$ cat config.mk
export PLATFORM = sky130hd
export DESIGN_NAME = logic_unit_pipe_flat
export DESIGN_NICKNAME = d
export VERILOG_FILES = /design/src/rtl/logic_unit_pipe_if.sv /design/src/rtl/logic_unit_pipe.sv /design/src/flat_wrapper.sv
export SDC_FILE = /design/constraint.sdc
export NUM_CORES = 1
export LEC_CHECK = 0
export BUFFER_PORTS_ARGS = -buffer_cell sky130_fd_sc_hd__buf_2
export CORE_MARGIN = 2
export CORE_UTILIZATION = 45
export CTS_CLUSTER_SIZE = 12
export DETAILED_ROUTE_END_ITERATION = 7
export GPL_ROUTABILITY_DRIVEN = 0
export GPL_TIMING_DRIVEN = 1
export PLACE_DENSITY = 0.66
export SLEW_MARGIN = 15
export SYNTH_ARGS = -nofsm -noshare
export SYNTH_HDL_FRONTEND = slang
export SYNTH_SLANG_ARGS = --single-unit
$ cat constraint.sdc
create_clock -name clk -period 5.15 [get_ports clk]
set_input_delay 0.515 -clock clk [delete_from_list [all_inputs] [get_ports clk]]
set_output_delay 0.515 -clock clk [all_outputs]
set_load 0.03 [all_outputs]
$ cat src/rtl/logic_unit_pipe_if.sv
// Operand/result handshake bundle for logic_unit_pipe.
//   in_*  : operand beat (valid/ready), opcode and accumulate select
//   out_* : result beat (valid/ready), result and status flags
//   op_count : delivered-result counter
// master = producer/consumer side (bench or upstream), slave = the unit.
interface logic_unit_pipe_if #(
   parameter int unsigned WIDTH = 16,
   parameter int unsigned CNT_W = 8
);
   logic             in_valid;
   logic             in_ready;
   logic [WIDTH-1:0] in_a;
   logic [WIDTH-1:0] in_b;
   logic [2:0]       in_op;
   logic             in_acc;
   logic             out_valid;
   logic             out_ready;
   logic [WIDTH-1:0] out_result;
   logic             out_zero;
   logic             out_ones;
   logic             out_parity;
   logic [CNT_W-1:0] op_count;

   modport master (
      output in_valid, in_a, in_b, in_op, in_acc, out_ready,
      input  in_ready, out_valid, out_result, out_zero, out_ones, out_parity, op_count
   );

   modport slave (
      input  in_valid, in_a, in_b, in_op, in_acc, out_ready,
      output in_ready, out_valid, out_result, out_zero, out_ones, out_parity, op_count
   );
endinterface

$ cat src/rtl/logic_unit_pipe.sv
// Two-stage pipelined bitwise logic unit with optional accumulate chaining.
//   clk  : rising-edge clock
//   rst  : asynchronous active-high reset
//   lu   : slave side of logic_unit_pipe_if (operand beat in, result beat out,
//          zero/ones/parity flags, delivered-result counter)
// Stage 1 computes op(A,B) and updates the accumulator; stage 2 is the output
// register with flags. in_ready is combinational from out_ready.
module logic_unit_pipe #(
   parameter int unsigned WIDTH = 16,
   parameter int unsigned CNT_W = 8
) (
   input  logic              clk,
   input  logic              rst,
   logic_unit_pipe_if.slave  lu
);
   typedef enum logic [2:0] {
      OP_AND  = 3'd0,
      OP_OR   = 3'd1,
      OP_NOR  = 3'd2,
      OP_XOR  = 3'd3,
      OP_XNOR = 3'd4,
      OP_NAND = 3'd5,
      OP_NOTA = 3'd6,
      OP_PASSB= 3'd7
   } op_e;

   logic             s1_valid_q, s1_valid_d;
   logic [WIDTH-1:0] s1_res_q,   s1_res_d;
   logic [WIDTH-1:0] acc_q,      acc_d;
   logic             out_valid_q, out_valid_d;
   logic [WIDTH-1:0] out_res_q,  out_res_d;
   logic             zero_q, zero_d;
   logic             ones_q, ones_d;
   logic             par_q,  par_d;
   logic [CNT_W-1:0] cnt_q,  cnt_d;

   logic             s2_free_c;
   logic             s1_adv_c;
   logic             accept_c;
   logic [WIDTH-1:0] opa_c;
   logic [WIDTH-1:0] res_c;

   // Handshake qualifiers
   assign s2_free_c = !out_valid_q || lu.out_ready;
   assign s1_adv_c  = s1_valid_q && s2_free_c;
   assign lu.in_ready = !s1_valid_q || s2_free_c;
   assign accept_c  = lu.in_valid && lu.in_ready;

   // Bitwise operation on the selected A operand
   always_comb begin
      opa_c = lu.in_acc ? acc_q : lu.in_a;
      res_c = '0;
      unique case (op_e'(lu.in_op))
         OP_AND:   res_c = opa_c & lu.in_b;
         OP_OR:    res_c = opa_c | lu.in_b;
         OP_NOR:   res_c = ~(opa_c | lu.in_b);
         OP_XOR:   res_c = opa_c ^ lu.in_b;
         OP_XNOR:  res_c = ~(opa_c ^ lu.in_b);
         OP_NAND:  res_c = ~(opa_c & lu.in_b);
         OP_NOTA:  res_c = ~opa_c;
         OP_PASSB: res_c = lu.in_b;
         default:  res_c = '0;
      endcase
   end

   // Next-state for both stages, accumulator and counter
   always_comb begin
      s1_valid_d  = s1_valid_q;
      s1_res_d    = s1_res_q;
      acc_d       = acc_q;
      out_valid_d = out_valid_q;
      out_res_d   = out_res_q;
      zero_d      = zero_q;
      ones_d      = ones_q;
      par_d       = par_q;
      cnt_d       = cnt_q;

      // A new beat may enter s1 in the same cycle the old one leaves it
      if (accept_c) begin
         s1_valid_d = 1'b1;
         s1_res_d   = res_c;
         acc_d      = res_c;
      end else if (s1_adv_c) begin
         s1_valid_d = 1'b0;
      end

      if (s1_adv_c) begin
         out_valid_d = 1'b1;
         out_res_d   = s1_res_q;
         zero_d      = (s1_res_q == '0);
         ones_d      = (s1_res_q == '1);
         par_d       = ^s1_res_q;
      end else if (lu.out_ready) begin
         out_valid_d = 1'b0;
      end

      if (out_valid_q && lu.out_ready) begin
         cnt_d = cnt_q + CNT_W'(1);
      end
   end

   // State registers
   always_ff @(posedge clk or posedge rst) begin
      if (rst) begin
         s1_valid_q  <= 1'b0;
         s1_res_q    <= '0;
         acc_q       <= '0;
         out_valid_q <= 1'b0;
         out_res_q   <= '0;
         zero_q      <= 1'b0;
         ones_q      <= 1'b0;
         par_q       <= 1'b0;
         cnt_q       <= '0;
      end else begin
         s1_valid_q  <= s1_valid_d;
         s1_res_q    <= s1_res_d;
         acc_q       <= acc_d;
         out_valid_q <= out_valid_d;
         out_res_q   <= out_res_d;
         zero_q      <= zero_d;
         ones_q      <= ones_d;
         par_q       <= par_d;
         cnt_q       <= cnt_d;
      end
   end

   assign lu.out_valid  = out_valid_q;
   assign lu.out_result = out_res_q;
   assign lu.out_zero   = zero_q;
   assign lu.out_ones   = ones_q;
   assign lu.out_parity = par_q;
   assign lu.op_count   = cnt_q;
endmodule

$ cat src/flat_wrapper.sv
// flat-port wrapper written by rule: the top's interface ports become plain ports
module logic_unit_pipe_flat 
#(
   parameter int unsigned WIDTH = 16,
   parameter int unsigned CNT_W = 8
)
  (clk, rst, lu_in_valid, lu_in_a, lu_in_b, lu_in_op, lu_in_acc, lu_out_ready, lu_in_ready, lu_out_valid, lu_out_result, lu_out_zero, lu_out_ones, lu_out_parity, lu_op_count);
  logic_unit_pipe_if #(.WIDTH(WIDTH), .CNT_W(CNT_W)) lu_i ();
  input  logic clk;
  input  logic rst;
  input wire logic [$bits(lu_i.in_valid)-1:0] lu_in_valid;
  input wire logic [$bits(lu_i.in_a)-1:0] lu_in_a;
  input wire logic [$bits(lu_i.in_b)-1:0] lu_in_b;
  input wire logic [$bits(lu_i.in_op)-1:0] lu_in_op;
  input wire logic [$bits(lu_i.in_acc)-1:0] lu_in_acc;
  input wire logic [$bits(lu_i.out_ready)-1:0] lu_out_ready;
  output wire logic [$bits(lu_i.in_ready)-1:0] lu_in_ready;
  output wire logic [$bits(lu_i.out_valid)-1:0] lu_out_valid;
  output wire logic [$bits(lu_i.out_result)-1:0] lu_out_result;
  output wire logic [$bits(lu_i.out_zero)-1:0] lu_out_zero;
  output wire logic [$bits(lu_i.out_ones)-1:0] lu_out_ones;
  output wire logic [$bits(lu_i.out_parity)-1:0] lu_out_parity;
  output wire logic [$bits(lu_i.op_count)-1:0] lu_op_count;
  assign lu_i.in_valid = lu_in_valid;
  assign lu_i.in_a = lu_in_a;
  assign lu_i.in_b = lu_in_b;
  assign lu_i.in_op = lu_in_op;
  assign lu_i.in_acc = lu_in_acc;
  assign lu_i.out_ready = lu_out_ready;
  assign lu_in_ready = lu_i.in_ready;
  assign lu_out_valid = lu_i.out_valid;
  assign lu_out_result = lu_i.out_result;
  assign lu_out_zero = lu_i.out_zero;
  assign lu_out_ones = lu_i.out_ones;
  assign lu_out_parity = lu_i.out_parity;
  assign lu_op_count = lu_i.op_count;
  logic_unit_pipe #(.WIDTH(WIDTH), .CNT_W(CNT_W)) u_core (.clk(clk), .rst(rst), .lu(lu_i));
endmodule
==> reports/qor.yml, run 1 <==
syn-num-nets: 547
hp-class: "primary input to async pin"
swShare_pct: 40.8
grt_max_degree: 78
cp_max_fo: 16
synth-seq-cells: 45
path_class: "primary input to flop"
slew_viol_final: 0
post-route-period-util_pct: 43.3
met1Wirelength_um: 4260
pwr-share-clk_pct: 19.6
synth_area_leaders: "dfrtp_1 (29%), ha_1 (16%), inv_1 (6.1%)"
antenna-diode-count: 0
synth_enable_flop_cells: 0
hold_buffers: 0
tightest_slew_ns: 1.06
yosys.area.top_type: "dfrtp_1"
dr_wl_met2_um: 4100
seq_area_frac_synth_pct: 28.6
via_per_inst: 5.34
clock-sinks: 45
cp-end-kind: "flop"
finalHoldViolCount: 0
postSynthCellCount: 458
grt_pass1_wl_um: 15100
antenna_found_initial: 0
grt_pass1_vias: 3203
arrival_ns: 2.42
p_int_mw: 0.860
wl_per_cell_um: 14.5
p_leak_nw: 2.20
drt_wl_total_um: 8850
num_vias: 3271
drt-initial-drc-count: 178
start_util_pct: 45.8
wl_met3_um: 295
peakVddDrop_uv: 135
clk_pin_slew_ns: 0.09
ys_warn_count: 0
htreeDepth: 2
maxCapViolations: 0
yosysUniqueCellTypes: 44
portBuffers: 68
powerDensity_mw_per_mm2: 333
cts.path.max_buffers: 2
tns_ns: 0
dieArea_mm2: 0.00951
ios: 69
max_freq_ghz: 0.449
power_switching_mw: 0.592
grt.overflow.total: 0
status: "finished, final reports clean"
numCtsBuffers: 5
r2r_setup_slack_ns: 3.26
avgSynthCellArea_um2: 8.59
nets: 592
r2r-start: "u_core.lu.out_valid"
clk_latency_ns: 0.30
dpl.hpwl_um: 6390
rows: 34
critPathRequiredTime_ns: 5.34
die_w_um: 97.5
fin_crit_ns: 2.23
ys.flop_type: "dfrtp_1"
startpoint_type: "primary input"
cts_setup_buffers: 0
area_growth_pct: 10.7
track_usage_pct: 18.8
synth_async_sr_flop_share_pct: 100
top_layer: "met4"
finClkSkew_ns: 0.00422
synth_top_area_share_pct: 28.6
pwr-share-seq_pct: 35.3
cts_tree: "done"
core_area_mm2: 0.00859
slew_headroom_pct: 28.9
finalPower_mw: 1.45
drc_errors: 0
combPwrFrac_pct: 45.1
crit_path_start: "lu_in_acc"
drive_gt1_share_pct: 20.8
firstDrtPassIters: 5
root_buffer: "clkbuf_8"
syn_area_mm2: 0.00393
rsz0062_at_grt: "false"
final-setup-viol-count: 0
drtAntennaViolNets: 0
die_h_um: 97.5
cts_resized: 0
## metrics by stage
step | util [%] | setup slack [ns] | hold slack (ns) | instances | instance area, um^2
6_report | 50.7 | 2.92 | 0.142 | 612 | 4360
2_1_floorplan | - | 3.15 | 0.457 | 458 | 3930
4_1_cts | 50.7 | 2.91 | 0.148 | 612 | 4350
3_5_place_dp | 49.3 | 2.59 | 0.458 | 604 | 4230
5_1_grt | 50.7 | 2.81 | 0.170 | 612 | 4360
3_3_place_gp | 49.3 | 2.71 | 0.457 | 604 | 4230
## metal layers
layer / GRT usage, % / vias to the layer above
met3: 2.52 / 16
met4: 5.98 / 0
met1: 25.1 / 1532
met2: 31.7 / 70
met5: 0 / -
li1: - / 1653
## layout make-up
cell class | count | area [um^2]
Clock buffer | 6 | 82.6
Inverter | 64 | 240
Sequential cell | 45 | 1130
Tap cell | 108 | 135
Timing Repair Buffer | 69 | 350
Fill cell | 834 | 4240
Multi-Input combinational cell | 318 | 2380
Clock inverter | 2 | 37.5
## critical path, stage by stage
cell and delay [ns]:
buf_2 0.42, mux2_2 0.42, inv_1 0.06, ha_1 0.15, mux2_2 0.34, o32ai_1 0.15, a311oi_1 0.09, o31ai_1 0.27
## cell usage after synthesis (all sizes together), types with 2 or more instances
| cell type | n |
|---|---|
| a21oi | 14 |
| a221oi | 13 |
| a2bb2oi | 2 |
| a32o | 13 |
| buf | 17 |
| clkbuf | 14 |
| dfrtp | 45 |
| ha | 49 |
| inv | 64 |
| mux2 | 4 |
| mux2i | 18 |
| nand2 | 42 |
| nand2b | 31 |
| nand3 | 18 |
| nand3b | 3 |
| nand4 | 4 |
| nor2 | 20 |
| o21ai | 18 |
| o22ai | 14 |
| o31ai | 17 |
| or2 | 13 |
| xnor2 | 11 |
| xor2 | 3 |
## path summary, 6_finish.rpt
path,end,depth (start not counted)
max,u_core.s1_res_q[15],8
min,u_core.lu.op_count[7],2
max reg2reg,u_core.s1_res_q[5],4
min reg2reg,u_core.lu.op_count[7],1
max in group asynchronous,u_core.lu.out_result[2],3
min in group clk,u_core.s1_valid_q,2
## registers in the layout, summed over array words and instances, names as in the netlist
register,cells
u_core.lu.op_count,8
u_core.lu.out_ones,1
u_core.lu.out_parity,1
u_core.lu.out_result,16
u_core.lu.out_valid,1
u_core.lu.out_zero,1
u_core.s1_res_q,16
u_core.s1_valid_q,1
## power by group through the flow
stage / Clock (mW) / Sequential, mW / Combinational, mW
floorplan: 0 / 0.621 / 0.389
global placement: 0 / 0.518 / 0.634
detailed placement: 0 / 0.522 / 0.657
CTS: 0.291 / 0.515 / 0.661
global route: 0.301 / 0.529 / 0.730
finish: 0.284 / 0.513 / 0.655
## cells in the final DEF (no fill, tap or decap), types with 2 or more instances in the layout
master,instances
a2bb2oi_1,2
clkbuf_8,6
buf_2,67
or2_2,13
a221oi_2,3
xor2_1,3
a221oi_1,10
o22ai_1,14
o31ai_1,14
mux2i_1,14
nand3_1,18
o31ai_2,3
nand3b_1,3
a21oi_1,14
mux2i_2,4
a32o_1,13
mux2_2,3
inv_1,63
nand2_1,42
xnor2_1,11
buf_4,2
dfrtp_1,45
nand2b_1,31
nor2_1,20
ha_1,49
o21ai_0,18
nand4_1,4
## cells by family (layout without fill, tap and decap cells)
family	after synthesis	count (layout)	share of synthesized area [%]
compound gates	98	98	18.5
xor+xnor	14	14	3.12
fa+ha+maj	49	49	15.6
buf+inv	95	141	10.8
flops	45	45	28.6
mux	22	22	6.20
simple gates	135	135	17.2
(Power assumes the default switching activity.)
==> run 2: changes to the inputs <==
Settings changed: PLACE_DENSITY 0.66 to 0.69.
Clock period 5.15 ns to 1.82 ns, I/O delays scaled along.
==> run 2 against run 1 <==
Effect of this change:
- first-iteration DRC count is 0.56% lower
- sequential share of layout area decreased by 1.3 points
- register-to-register slack worse by 3.2 ns
- clock power increased to 2.6 times the previous value
- highest routed layer unchanged
- worst hold slack lost 0.059 ns
- routed wire length is 2.7% higher
- final area up 5.2%
- combinational power increased to 3.0 times the previous value
==> reports/qor.yml, run 2 (synthesis results as in run 1) <==
status: "finished, final reports clean"
clk_latency_ns: 0.29  # about the same
cpPeakStageDelay_ns: 0.44  # +0.02 ns
numCtsBuffers: 5  # unchanged
r2r-start: "u_core.s1_res_q[10]"
tightest_slew_ns: 0.462  # -0.602 ns
drtAntennaViolNets: 0  # unchanged
fin_crit_ns: 1.74
finClkSkew_ns: 0.00415  # -0.0000702 ns
antenna-diode-count: 0  # unchanged
rows: 34  # unchanged
post-route-period-util_pct: 95.4
max_freq_ghz: 0.576
track_usage_pct: 19.1  # +0.29 points
grt_pass1_vias: 3321  # +3.7%
slew_viol_final: 0  # unchanged
die_w_um: 97.5  # unchanged
critPathRequiredTime_ns: 2.00  # -3.34 ns
hp-class: "primary input to flop"
htreeDepth: 2  # unchanged
tns_ns: 0  # unchanged
cp-end-kind: "flop"
die_h_um: 97.5  # unchanged
ios: 69  # unchanged
grt_pass1_wl_um: 15400  # +2.0%
r2r_end: "u_core.s1_res_q[10]"
antenna_found_initial: 0  # unchanged
dpl.hpwl_um: 6810  # +6.5%
drc_errors: 0  # unchanged
final_cell_mix: "buf_2 (68), inv_1 (63), ha_1 (49), dfrtp_1 (45), nand2_1 (42)"
crit_path_start: "u_core.s1_res_q[10]"
drt-initial-drc-count: 177  # -0.56%
drive_gt1_share_pct: 24.0  # +3.2 points
via_per_inst: 5.37  # +0.54%
wl_per_cell_um: 14.4  # about the same
cts.path.max_buffers: 2  # unchanged
num_vias: 3380  # +3.3%
cts_tree: "done"
path_class: "flop to flop"
r2r_setup_slack_ns: 0.08  # -3.18 ns
maxCapViolations: 0  # unchanged
dieArea_mm2: 0.00951  # unchanged
rsz0062_at_grt: "false"
cts_setup_buffers: 0  # unchanged
p_leak_nw: 2.32  # +5.2%
root_buffer: "clkbuf_8"
nets: 610  # +3.0%
worstRegToRegCells: 7  # +3
portBuffers: 68  # unchanged
cp_max_fo: 4  # -12
drt_wl_total_um: 9080  # +2.7%
finalHoldViolCount: 0  # unchanged
final-setup-viol-count: 0  # unchanged
crit_slowest_cell: "dfrtp_1"
area_growth_pct: 16.4
firstDrtPassIters: 4  # -1
path_cells: "mux2_4, inv_1, ha_1, mux2i_1, o22ai_1, a211oi_1, o31ai_2"
powerDensity_mw_per_mm2: 902  # +170%
startpoint_type: "flop"
clk_pin_slew_ns: 0.09  # about the same
core_area_mm2: 0.00859  # unchanged
clock-sinks: 45  # unchanged
grt_max_degree: 46  # -41%
grt.overflow.total: 0  # unchanged
final_common_cell: "buf_2"
arrival_ns: 1.92  # -0.50 ns
slew_headroom_pct: 69.0  # +40 points
layout.cells.non_filler: 629  # +2.8%
endpoint: "u_core.s1_res_q[10]"
placed_cells: 621  # +2.8%
start_util_pct: 45.8  # unchanged
peakVddDrop_uv: 413  # +210%
## run 2: changes by cell type in the layout (fill, tap and decap cells not counted), sizes merged
cell         change
buf             +17
dlygate4sd3      +1
clkbuf           -1
clkinv           +1
clkinvlp         -1
## run 2: area by class of cell
| cell class | count | area, um^2 |
|---|---|---|
| Clock buffer | 5 | 68.8 |
| Clock inverter | 2 | 35.0 |
| Fill cell | 812 | 4010 |
| Inverter | 64 | 240 |
| Multi-Input combinational cell | 318 | 2410 |
| Sequential cell | 45 | 1130 |
| Tap cell | 108 | 135 |
| Timing Repair Buffer | 87 | 561 |
## run 2: routing by layer
layer	global-route usage, %	part of all wire [%]
met1	25.5	48
met2	33.1	48
met3	2.95	3.4
met4	3.53	0.81
met5	0	0
## run 2: how the worst min path moves through the flow
stage,from,endpoint,slack (ns),cells past startpoint
floorplan,lu_in_valid,u_core.s1_valid_q,0.29,1
global placement,rst,u_core.lu.out_result[2],0.15,2
detailed placement,rst,u_core.lu.out_result[2],0.15,2
CTS,lu_in_valid,u_core.s1_valid_q,0.08,2
global route,lu_in_valid,u_core.s1_valid_q,0.1,2
finish,lu_in_valid,u_core.s1_valid_q,0.08,2
## run 2: timing repair
| item | CTS | global route |
|---|---|---|
| hold endpoints to repair | 9 | 0 |
| gates resized for setup | 0 | 6 |
| hold buffers | 1 | 0 |
| endpoints found under the setup margin | 0 | 3 |
## run 2: worst max-delay path: cells and delay by family (launching register included)
family	cells	cell delay [ns]
AO/OA/AOI/OAI	3	0.44
adder cells (fa/ha/maj)	1	0.24
buffers and inverters	1	0.07
flip-flops	1	0.44
multiplexers	2	0.44
## run 2: through the flow
step / hold WS (ns) / cell area (um^2) / power, mW / util [%] / setup WS, ns
floorplan: 0.290 / 3930 / 2.86 / - / 0.0598
global placement: 0.148 / 4440 / 3.32 / 51.6 / 0.0655
detailed placement: 0.148 / 4440 / 3.40 / 51.6 / -0.0204
CTS: 0.0799 / 4550 / 4.13 / 52.9 / 0.0304
global route: 0.0960 / 4580 / 4.42 / 53.3 / 0.00940
finish: 0.0834 / 4580 / 4.13 / 53.3 / 0.0839
## run 2: where the power goes
part | switching [mW] | internal, mW | total (mW)
Clock | 0.333 | 0.399 | 0.732
Sequential | 0.219 | 1.24 | 1.46
Combinational | 1.13 | 0.810 | 1.94
Total | 1.69 | 2.45 | 4.13
==> run 3: changes to the inputs <==
Settings changed: BUFFER_PORTS_ARGS -buffer_cell sky130_fd_sc_hd__buf_2 to unset, DONT_BUFFER_PORTS set to 1, PLACE_DENSITY 0.69 to unset.
==> run 3 against run 2 <==
Effect of this change:
- clock power increased by 1%
- clock-buffer cell count stayed put
- flip-flop and latch count stayed put
- critical path depth down 1
- routed wire length fell by 3.0%
- first-iteration DRC count shrank 4.5%
- combinational power shrank 32%
- die area is the same
- fmax is 1.6% higher
- sequential power up 21%
- clock skew increased by 0.0078 ns
- critical endpoint is now u_core.s1_res_q[15]
==> reports/qor.yml, run 3 (synthesis results as in run 1) <==
pwr-share-clk_pct: 19.3  # +1.6 points
die_w_um: 97.5  # unchanged
critPathRequiredTime_ns: 2.03  # +0.03 ns
hp-class: "primary input to flop"
htreeDepth: 2  # unchanged
powerDensity_mw_per_mm2: 930  # +3.1%
core_area_mm2: 0.00859  # unchanged
clk_latency_ns: 0.30  # about the same
drtAntennaViolNets: 0  # unchanged
utilization_pct: 47.9  # -5.4 points
path_cells: "mux2_2, ha_1, or3b_1, a21oi_1, a311oi_1, o31ai_1"
grt_max_degree: 78  # +70%
nets: 536  # -12%
swShare_pct: 40.2  # -0.60 points
ios: 69  # unchanged
final-setup-viol-count: 0  # unchanged
power_switching_mw: 1.54  # -8.7%
area_growth_pct: 4.64
arrival_ns: 1.92  # about the same
grt_pass1_wl_um: 14500  # -5.8%
pwr-share-seq_pct: 46.1  # +11 points
drt-initial-drc-count: 169  # -4.5%
slew_headroom_pct: 59.7  # -9.3 points
layout.cells.non_filler: 555  # -12%
placed_area_mm2: 0.00398  # -10%
die_h_um: 97.5  # unchanged
track_usage_pct: 18.4  # -0.74 points
tightest_slew_ns: 0.604  # +0.142 ns
finalHoldViolCount: 0  # unchanged
tns_ns: 0  # unchanged
path_delay_family: "compound AO/OA/AOI/OAI gates"
rows: 34  # unchanged
place_ws_ns: 0.0874  # +0.108 ns
p_leak_nw: 1.97  # -15%
dieArea_mm2: 0.00951  # unchanged
drive_gt1_share_pct: 10.5  # -13 points
drc_errors: 0  # unchanged
final_cell_area_mm2: 0.00412  # -10%
numCtsBuffers: 5  # unchanged
firstDrtPassIters: 4  # unchanged
placed_cells: 546  # -12%
crit_slowest_cell: "dfrtp_1"
combPwrFrac_pct: 34.6  # -13 points
cp-end-kind: "flop"
cts.path.max_buffers: 2  # unchanged
final_common_cell: "inv_1"
finalPower_mw: 3.83  # -7.3%
clk_pin_slew_ns: 0.09  # about the same
p_int_mw: 2.29  # -6.4%
fin_crit_ns: 1.71  # -0.0269 ns
rsz0062_at_grt: "false"
path_class: "flop to flop"
grt.overflow.total: 0  # unchanged
via_per_inst: 5.45  # +1.5%
max_freq_ghz: 0.585  # +1.6%
portBuffers: 0  # -100%
antenna-diode-count: 0  # unchanged
num_vias: 3026  # -10%
worst_hold_slack_ns: 0.0668  # -0.0166 ns
wl_per_cell_um: 15.9  # +10%
cpPeakStageDelay_ns: 0.39  # -0.05 ns
setup_slack_ns: 0.111  # +0.0269 ns
post-route-period-util_pct: 93.9  # -1.5 points
clock-sinks: 45  # unchanged
drt_wl_total_um: 8810  # -3.0%
peakVddDrop_uv: 441  # +6.9%
root_buffer: "clkbuf_8"
status: "finished, final reports clean"
cp_max_fo: 3  # -1
finClkSkew_ns: 0.0120  # +0.00784 ns
cts_setup_buffers: 0  # unchanged
slew_viol_final: 0  # unchanged
maxCapViolations: 0  # unchanged
antenna_found_initial: 0  # unchanged
final_cell_mix: "inv_1 (63), ha_1 (49), dfrtp_1 (45), nand2_1 (42), nand2b_1 (31)"
dpl.hpwl_um: 6500  # -4.5%
start_util_pct: 45.8  # unchanged
startpoint_type: "flop"
cts_tree: "done"
fillers: 853  # +5.0%
path_buf_inv: 0  # -1
grt_pass1_vias: 2812  # -15%
[run 3: area by class of cell]
cell class                 count  area, um^2  area share [%]
sequential                    45        1130            27.4
tap                          108         135            3.28
inverter                      64         240            5.84
clock buffer                   5        68.8            1.67
clock inverter                 2        35.0           0.851
timing repair buffer          13         115            2.80
multi-input combinational    318        2400            58.2
[run 3: worst register-to-register path, cell delays in order (launching register included)]
cell and delay [ns]:
dfrtp_1 0.39, mux2_2 0.29, ha_1 0.20, or3b_1 0.35
a21oi_1 0.15, a311oi_1 0.06, o31ai_1 0.19
[run 3: path summary, 6_finish.rpt]
| path | slack (ns) | depth (start not counted) | start | end |
|---|---|---|---|---|
| setup / recovery | 0.11 | 6 | u_core.s1_res_q[15] | u_core.s1_res_q[15] |
| hold / removal | 0.07 | 2 | lu_out_ready | u_core.lu.op_count[2] |
| min in group asynchronous | 0.24 | 2 | rst | u_core.lu.out_result[15] |
| setup reg to reg | 0.11 | 6 | u_core.s1_res_q[15] | u_core.s1_res_q[15] |
| hold reg to reg | 0.50 | 1 | u_core.s1_valid_q | u_core.lu.out_valid |
| max in group asynchronous | 1.14 | 3 | rst | u_core.s1_res_q[2] |
[run 3: timing repair]
action | in CTS | in global routing
gates resized for setup | 0 | 2
hold buffers | 2 | 0
hold endpoints to repair | 46 | 0
setup endpoints to repair | 0 | 3
[run 3: power by group through the flow]
stage                     Combinational [mW]  Clock (mW)  Sequential (mW)
after floorplan                         1.10           0             1.76
after global placement                  1.29           0             1.78
after detailed placement                1.33           0             1.79
after CTS                               1.34       0.763             1.77
after global routing                    1.51       0.794             1.81
final                                   1.32       0.739             1.77
[run 3: layer usage]
layer | vias to the layer above | track usage [%] | wire (um)
met5 | - | 0 | 0
met4 | 0 | 5.34 | 172
met3 | 12 | 4.96 | 544
met2 | 71 | 29.4 | 4010
met1 | 1410 | 24.4 | 4090
li1 | 1533 | - | -
